<file path="src/rtl/if_prefetch_stage.sv">
// ============================================================================
// Module   : if_prefetch_stage
// Function : Instruction fetch with PC generation, one-cycle synchronous
//            instruction-memory interface, DEPTH-entry prefetch FIFO,
//            valid/ready delivery to ID and redirect with flush.
// Options  : IF_PERF_CNT_EN adds saturating fetch/stall performance counters.
// Revision : 1.0 - initial release
// ============================================================================
`default_nettype none

module if_prefetch_stage #(
  parameter int              PC_W        = 8,
  parameter int              IW          = 32,
  parameter int              DEPTH       = 4,
  parameter int              INSTR_BYTES = 4,
  parameter logic [PC_W-1:0] RESET_PC    = '0
) (
  input  logic            clk,
  input  logic            res_n,
  output logic [PC_W-1:0] i_addr,
  output logic            i_req,
  input  logic [IW-1:0]   i_datain,
  input  logic            redirect_valid,
  input  logic [PC_W-1:0] redirect_pc,
  output logic            if_valid,
  input  logic            if_ready,
  output logic [IW-1:0]   if_instr,
  output logic [PC_W-1:0] if_pc
`ifdef IF_PERF_CNT_EN
  ,
  output logic [31:0]     perf_fetch_cnt,
  output logic [31:0]     perf_stall_cnt
`endif
);

  localparam int              c_PTR_W      = $clog2(DEPTH);
  localparam int              c_CNT_W      = c_PTR_W + 1;
  localparam logic [PC_W-1:0] c_PC_INC     = PC_W'(INSTR_BYTES);
  localparam logic [PC_W-1:0] c_ALIGN_MASK = ~(PC_W'(INSTR_BYTES - 1));
  localparam logic [c_CNT_W:0] c_DEPTH_EXT = (c_CNT_W + 1)'(DEPTH);

  logic [PC_W-1:0]    r_pc;
  logic [PC_W-1:0]    r_req_addr;
  logic               r_inflight;
  logic [c_PTR_W-1:0] r_head;
  logic [c_PTR_W-1:0] r_tail;
  logic [c_CNT_W-1:0] r_count;
  logic [IW-1:0]      r_fifo_instr [DEPTH];
  logic [PC_W-1:0]    r_fifo_pc    [DEPTH];

  logic               w_valid;
  logic               w_pop;
  logic               w_push;
  logic               w_req;
  logic [c_CNT_W:0]   w_occupancy;

  assign w_valid = (r_count != '0);
  assign w_pop   = w_valid && if_ready;

  // Credit check: entries left after this cycle's pop plus the one in flight.
  assign w_occupancy = {1'b0, r_count} - (c_CNT_W + 1)'(w_pop)
                     + (c_CNT_W + 1)'(r_inflight);
  assign w_req  = !res_n && !redirect_valid && (w_occupancy < c_DEPTH_EXT);
  assign w_push = !res_n && r_inflight && !redirect_valid;

  assign i_addr = r_pc;
  assign i_req  = w_req;

  always_ff @(posedge clk or posedge res_n) begin
    if (res_n) begin
      r_pc       <= RESET_PC;
      r_req_addr <= RESET_PC;
      r_inflight <= 1'b0;
    end else if (redirect_valid) begin
      r_pc       <= redirect_pc & c_ALIGN_MASK;
      r_inflight <= 1'b0;
    end else begin
      r_inflight <= w_req;
      if (w_req) begin
        r_req_addr <= r_pc;
        r_pc       <= r_pc + c_PC_INC;
      end
    end
  end

  // Redirect clears the queue outright; a coincident pop needs no bookkeeping.
  always_ff @(posedge clk or posedge res_n) begin
    if (res_n) begin
      r_head  <= '0;
      r_tail  <= '0;
      r_count <= '0;
    end else if (redirect_valid) begin
      r_head  <= '0;
      r_tail  <= '0;
      r_count <= '0;
    end else begin
      if (w_push) begin
        r_tail <= r_tail + 1'b1;
      end
      if (w_pop) begin
        r_head <= r_head + 1'b1;
      end
      case ({w_push, w_pop})
        2'b10:   r_count <= r_count + 1'b1;
        2'b01:   r_count <= r_count - 1'b1;
        default: r_count <= r_count;
      endcase
    end
  end

  always_ff @(posedge clk) begin
    if (w_push) begin
      r_fifo_instr[r_tail] <= i_datain;
      r_fifo_pc[r_tail]    <= r_req_addr;
    end
  end

  assign if_valid = w_valid;
  assign if_instr = w_valid ? r_fifo_instr[r_head] : '0;
  assign if_pc    = w_valid ? r_fifo_pc[r_head]    : '0;

`ifdef IF_PERF_CNT_EN
  logic [31:0] r_perf_fetch;
  logic [31:0] r_perf_stall;

  always_ff @(posedge clk or posedge res_n) begin
    if (res_n) begin
      r_perf_fetch <= '0;
      r_perf_stall <= '0;
    end else begin
      if (w_req && (r_perf_fetch != 32'hFFFF_FFFF)) begin
        r_perf_fetch <= r_perf_fetch + 32'd1;
      end
      if (w_valid && !if_ready && (r_perf_stall != 32'hFFFF_FFFF)) begin
        r_perf_stall <= r_perf_stall + 32'd1;
      end
    end
  end

  assign perf_fetch_cnt = r_perf_fetch;
  assign perf_stall_cnt = r_perf_stall;
`endif

endmodule

`default_nettype wire

</file>
<file path="config.mk">
export PLATFORM = sky130hd
export DESIGN_NAME = if_prefetch_stage
export DESIGN_NICKNAME = d
export VERILOG_FILES = /design/src/rtl/if_prefetch_stage.sv
export SDC_FILE = /design/constraint.sdc
export NUM_CORES = 1
export LEC_CHECK = 0
export BUFFER_PORTS_ARGS = -buffer_cell sky130_fd_sc_hd__buf_2
export CORE_UTILIZATION = 42
export CTS_CLUSTER_DIAMETER = 120
export CTS_CLUSTER_SIZE = 14
export DETAILED_ROUTE_END_ITERATION = 10
export HOLD_SLACK_MARGIN = 0.02
export PLACE_DENSITY_LB_ADDON = 0.1
export SLEW_MARGIN = 5
export SYNTH_ARGS = -nofsm -noshare
export SYNTH_HDL_FRONTEND = slang
export SYNTH_SLANG_ARGS = --single-unit
export TNS_END_PERCENT = 5
</file>
<file path="constraint.sdc">
create_clock -name clk -period 3.1 [get_ports clk]
set_clock_uncertainty 0.05 [all_clocks]
set_input_delay 0.62 -clock clk [delete_from_list [all_inputs] [get_ports clk]]
set_output_delay 0.62 -clock clk [all_outputs]
set_load 0.01 [all_outputs]
</file>
==> impl_metrics.csv <==
group,metric,value,unit
outcome,status,"completed",
clock_tree,ctsHtreeMaxLevel,4,
global_route,grt_pass1_vias,3699,
finish,layout.core_utilization,52.4,%
finish,fill_cells,1350,
worst_setup_path,critical_path_data_required_time,2.43,ns
yosys,synthesis.area,7020,um2
finish,num_antenna_cells,0,
place,gp_congestion,0.781,
global_route,grt.overflow.total,0,
clock_tree,clk_pin_slew,0.06,ns
finish,seq_cell_area,5070,um2
finish,drive_above_1_share,39.1,%
die,design.die.area,17200,um2
sta,setup_repair_after_global_routing_missed_its_margin,"false",
yosys,async_set_or_reset_flop_fraction_in_the_synthesized_netlist,11.6,%
sta,slew_viol_final,0,
min_path,hold_path.class,"in2async",
sta,fmax,344,MHz
detailed_routing,postRouteAntennaNets,0,
place,hpwl,7640,um
die,die_h,131,um
place,place_ws,0.273,ns
sta,worstMarginPinSlew,0.792,ns
yosys,synthMostInstantiatedCell,"sky130_fd_sc_hd__edfxtp_1",
worst_setup_path,critPathKind,"reg2out",
yosys,synthTopCellsByCount,"sky130_fd_sc_hd__edfxtp_1 (152), sky130_fd_sc_hd__and2_1 (38), sky130_fd_sc_hd__mux4_2 (38), sky130_fd_sc_hd__dfrtp_1 (20), sky130_fd_sc_hd__nor2_1 (11)",
sta,count_of_endpoints_failing_setup_in_the_final_report,0,
die,num_io_pins,94,
detailed_routing,violation_count_after_the_first_detailed_route_iteration,224,
yosys,synth.yosys.seq_area_share,72.1,%
clock_tree,clkLatencyLatePin,0.42,ns
yosys,synthCells,373,
worst_setup_path,critPathCaptureType,"output port",
yosys,synth_top_area_cell,"sky130_fd_sc_hd__edfxtp_1",
yosys,ys_warn_count,0,
place,buffer_ports.inserted,87,
global_route,grt_first_pass_wirelength,20500,um
power,power_density,832,nW/um2
global_route,pin_count_of_the_biggest_net_entering_global_routing,41,
power,vdd_ir_drop_max,0.557,mV
detailed_routing,firstDrtPassIters,4,
yosys,yosys_register_bits,172,
sta,timing.setup.tns,0,ns
detailed_routing,finalWirelength,12800,um
die,core,16100,um2
detailed_routing,wl_per_cell,18.0,um
run,cap_viol_max_count,0,
worst_setup_path,cp_cell_sequence,"o31ai_4, inv_1, ha_1, inv_1, ha_1, nand3b_1, nand4b_4, a21oi_2, buf_2",
detailed_routing,drt_drc_violations_left,0,
clock_tree,cts_buffers,17,
finish,num-nets-final,534,
yosys,synth_edf_count,152,
detailed_routing,dr_total_vias,3643,
global_route,grt_antenna_before_repair,0,
die,die_x,131,um
worst_setup_path,critical_path_arrival,2.23,ns
sta,layout_worst_path_cycle_share,93.7,%
sta,post_layout_min_period,2.90,ns
clock_tree,clk_root_buffer_cell,"sky130_fd_sc_hd__clkbuf_16",
clock_tree,cts_tree,"built",
sta,worst_slack,0.196,ns
finish,synthToLayoutAreaGrowth,20.2,%
yosys,postSynth.topFlopCell,"sky130_fd_sc_hd__edfxtp_1",
detailed_routing,detail_routed_via_count_per_cell,5.13,
die,floorplan.rows,46,
clock_tree,cts.hold.buffers_added,0,
sta,finalHoldViolCount,0,
clock_tree,clock_sinks,172,
sta,fin_worst_hold_slack,0.349,ns
worst_setup_path,critical-path-slowest-cell,"sky130_fd_sc_hd__dfrtp_2",
worst_setup_path,worstPathMaxFanout,6,
worst_setup_path,timing.critical_path.slowest_cell_delay,0.46,ns
yosys,synth_largest_type_area_fraction,65.0,%
yosys,avgSynthCellArea,18.8,um2
power,p_leak,3.02,nW
sta,max_slew_margin,47.1,%
global_route,groute.usage.overall,16.0,%
die,initial_core_utilization,43.6,%
yosys,ys_top_cells_by_area,"sky130_fd_sc_hd__edfxtp_1 (65%), sky130_fd_sc_hd__mux4_2 (12%), sky130_fd_sc_hd__dfrtp_1 (7.1%)",
power,power.total,7.02,mW
yosys,post_synth_num_cell_types,46,
clock_tree,max-clock-path-buffers,2,
finish,multi_input_gate_area,1840,um2
worst_setup_path,worstSetupStartpointType,"register",
sequential cells by signal (all words and copies together), names as in the netlist:
name,cells
r_fifo_instr,128
r_fifo_pc,24
i_addr,6
r_req_addr,6
r_count,3
r_head,2
r_tail,2
r_inflight,1
routing by layer:
layer,vias to the layer above,share of wire (%),global-route usage [%]
met4,0,1.8,6.59
li1,1676,-,-
met5,-,0,0
met3,16,3.5,3.43
met2,86,50,25.9
met1,1865,45,21.0
power by group:
part | switching [mW] | internal (mW) | total, mW
clock | 0.853 | 1.18 | 2.04
sequential | 0.155 | 2.72 | 2.88
combinational | 1.08 | 1.03 | 2.11
total | 2.08 | 4.94 | 7.02
final cells by class:
class	instances	share of cell area, %
clock buffer	18	5.08
clock inverter	14	1.72
inverter	10	0.445
sequential	172	60.1
tap	216	3.20
multi-input combinational	173	21.8
timing repair buffer	107	7.68
cell usage in the layout (no fill, tap or decap), types with 2 or more instances in the layout:
cell,count
sky130_fd_sc_hd__nor2b_1,3
sky130_fd_sc_hd__xnor2_1,3
sky130_fd_sc_hd__clkbuf_16,17
sky130_fd_sc_hd__buf_4,15
sky130_fd_sc_hd__o21ai_0,7
sky130_fd_sc_hd__nor2_1,11
sky130_fd_sc_hd__clkinv_1,2
sky130_fd_sc_hd__a22oi_1,2
sky130_fd_sc_hd__dfrtp_1,17
sky130_fd_sc_hd__nand2_1,5
sky130_fd_sc_hd__edfxtp_1,152
sky130_fd_sc_hd__ha_1,8
sky130_fd_sc_hd__clkinvlp_4,5
sky130_fd_sc_hd__buf_2,87
sky130_fd_sc_hd__xor2_1,2
sky130_fd_sc_hd__nor3b_1,2
sky130_fd_sc_hd__nand3b_1,2
sky130_fd_sc_hd__bufinv_16,2
sky130_fd_sc_hd__dfrtp_2,3
sky130_fd_sc_hd__conb_1,4
sky130_fd_sc_hd__inv_1,10
sky130_fd_sc_hd__buf_12,5
sky130_fd_sc_hd__clkinv_4,2
sky130_fd_sc_hd__and3_2,4
sky130_fd_sc_hd__a21oi_1,2
sky130_fd_sc_hd__mux2_2,5
sky130_fd_sc_hd__nand4_1,3
sky130_fd_sc_hd__nand3_1,10
sky130_fd_sc_hd__inv_6,2
sky130_fd_sc_hd__nor3_1,3
sky130_fd_sc_hd__and2_1,38
sky130_fd_sc_hd__mux4_2,38
worst paths after layout:
check / from / endpoint / slack [ns] / cells past startpoint
setup reg to reg: r_count[1]$_DFFE_PP0P_ / r_req_addr[2]$_DFFE_PP0P_ / 0.60 / 10
hold reg to reg: r_req_addr[3]$_DFFE_PP0P_ / r_fifo_pc[0][3]$_DFFE_PP_ / 0.47 / 0
hold / removal: res_n / r_inflight$_DFF_PP0_ / 0.35 / 2
min in group clk: redirect_pc[4] / i_addr[4]$_DFFE_PP0P_ / 0.36 / 3
max in group asynchronous: res_n / r_count[1]$_DFFE_PP0P_ / 2.11 / 2
setup / recovery: r_count[1]$_DFFE_PP0P_ / i_req / 0.20 / 9
critical path: cells and delay by family, from the launching register on:
family,cells,cell delay (ns)
buf+inv,3,0.26
flops,1,0.46
simple gates,2,0.30
fa+ha+maj,2,0.39
compound gates,2,0.40
stage by stage:
stage / cell area, um2 / instances
2_1_floorplan: 7030 / 376
3_3_place_gp: 7810 / 672
3_5_place_dp: 7810 / 672
4_1_cts: 8400 / 705
5_1_grt: 8440 / 710
6_report: 8440 / 710
kinds of logic after synthesis:
kind of cell	count (synthesis)	synth area share, %
muxes	45	13.3
xor gates and xnor gates	6	1.02
DFF	172	72.1
adders and majority gates	9	1.71
other	1	0.0534
AOI/OAI and AO/OA	19	1.94
and+or+nand+nor	90	7.80
buffers and inverters	31	2.07
timing repair:
item / 4_1_cts / 5_1_grt
buffers inserted: 1 / 5
setup endpoints to repair: 1 / 1
gates cloned: 0 / 0
resized for setup: 1 / 2
pin swaps: 1 / 1
(Power assumes the default switching activity.)
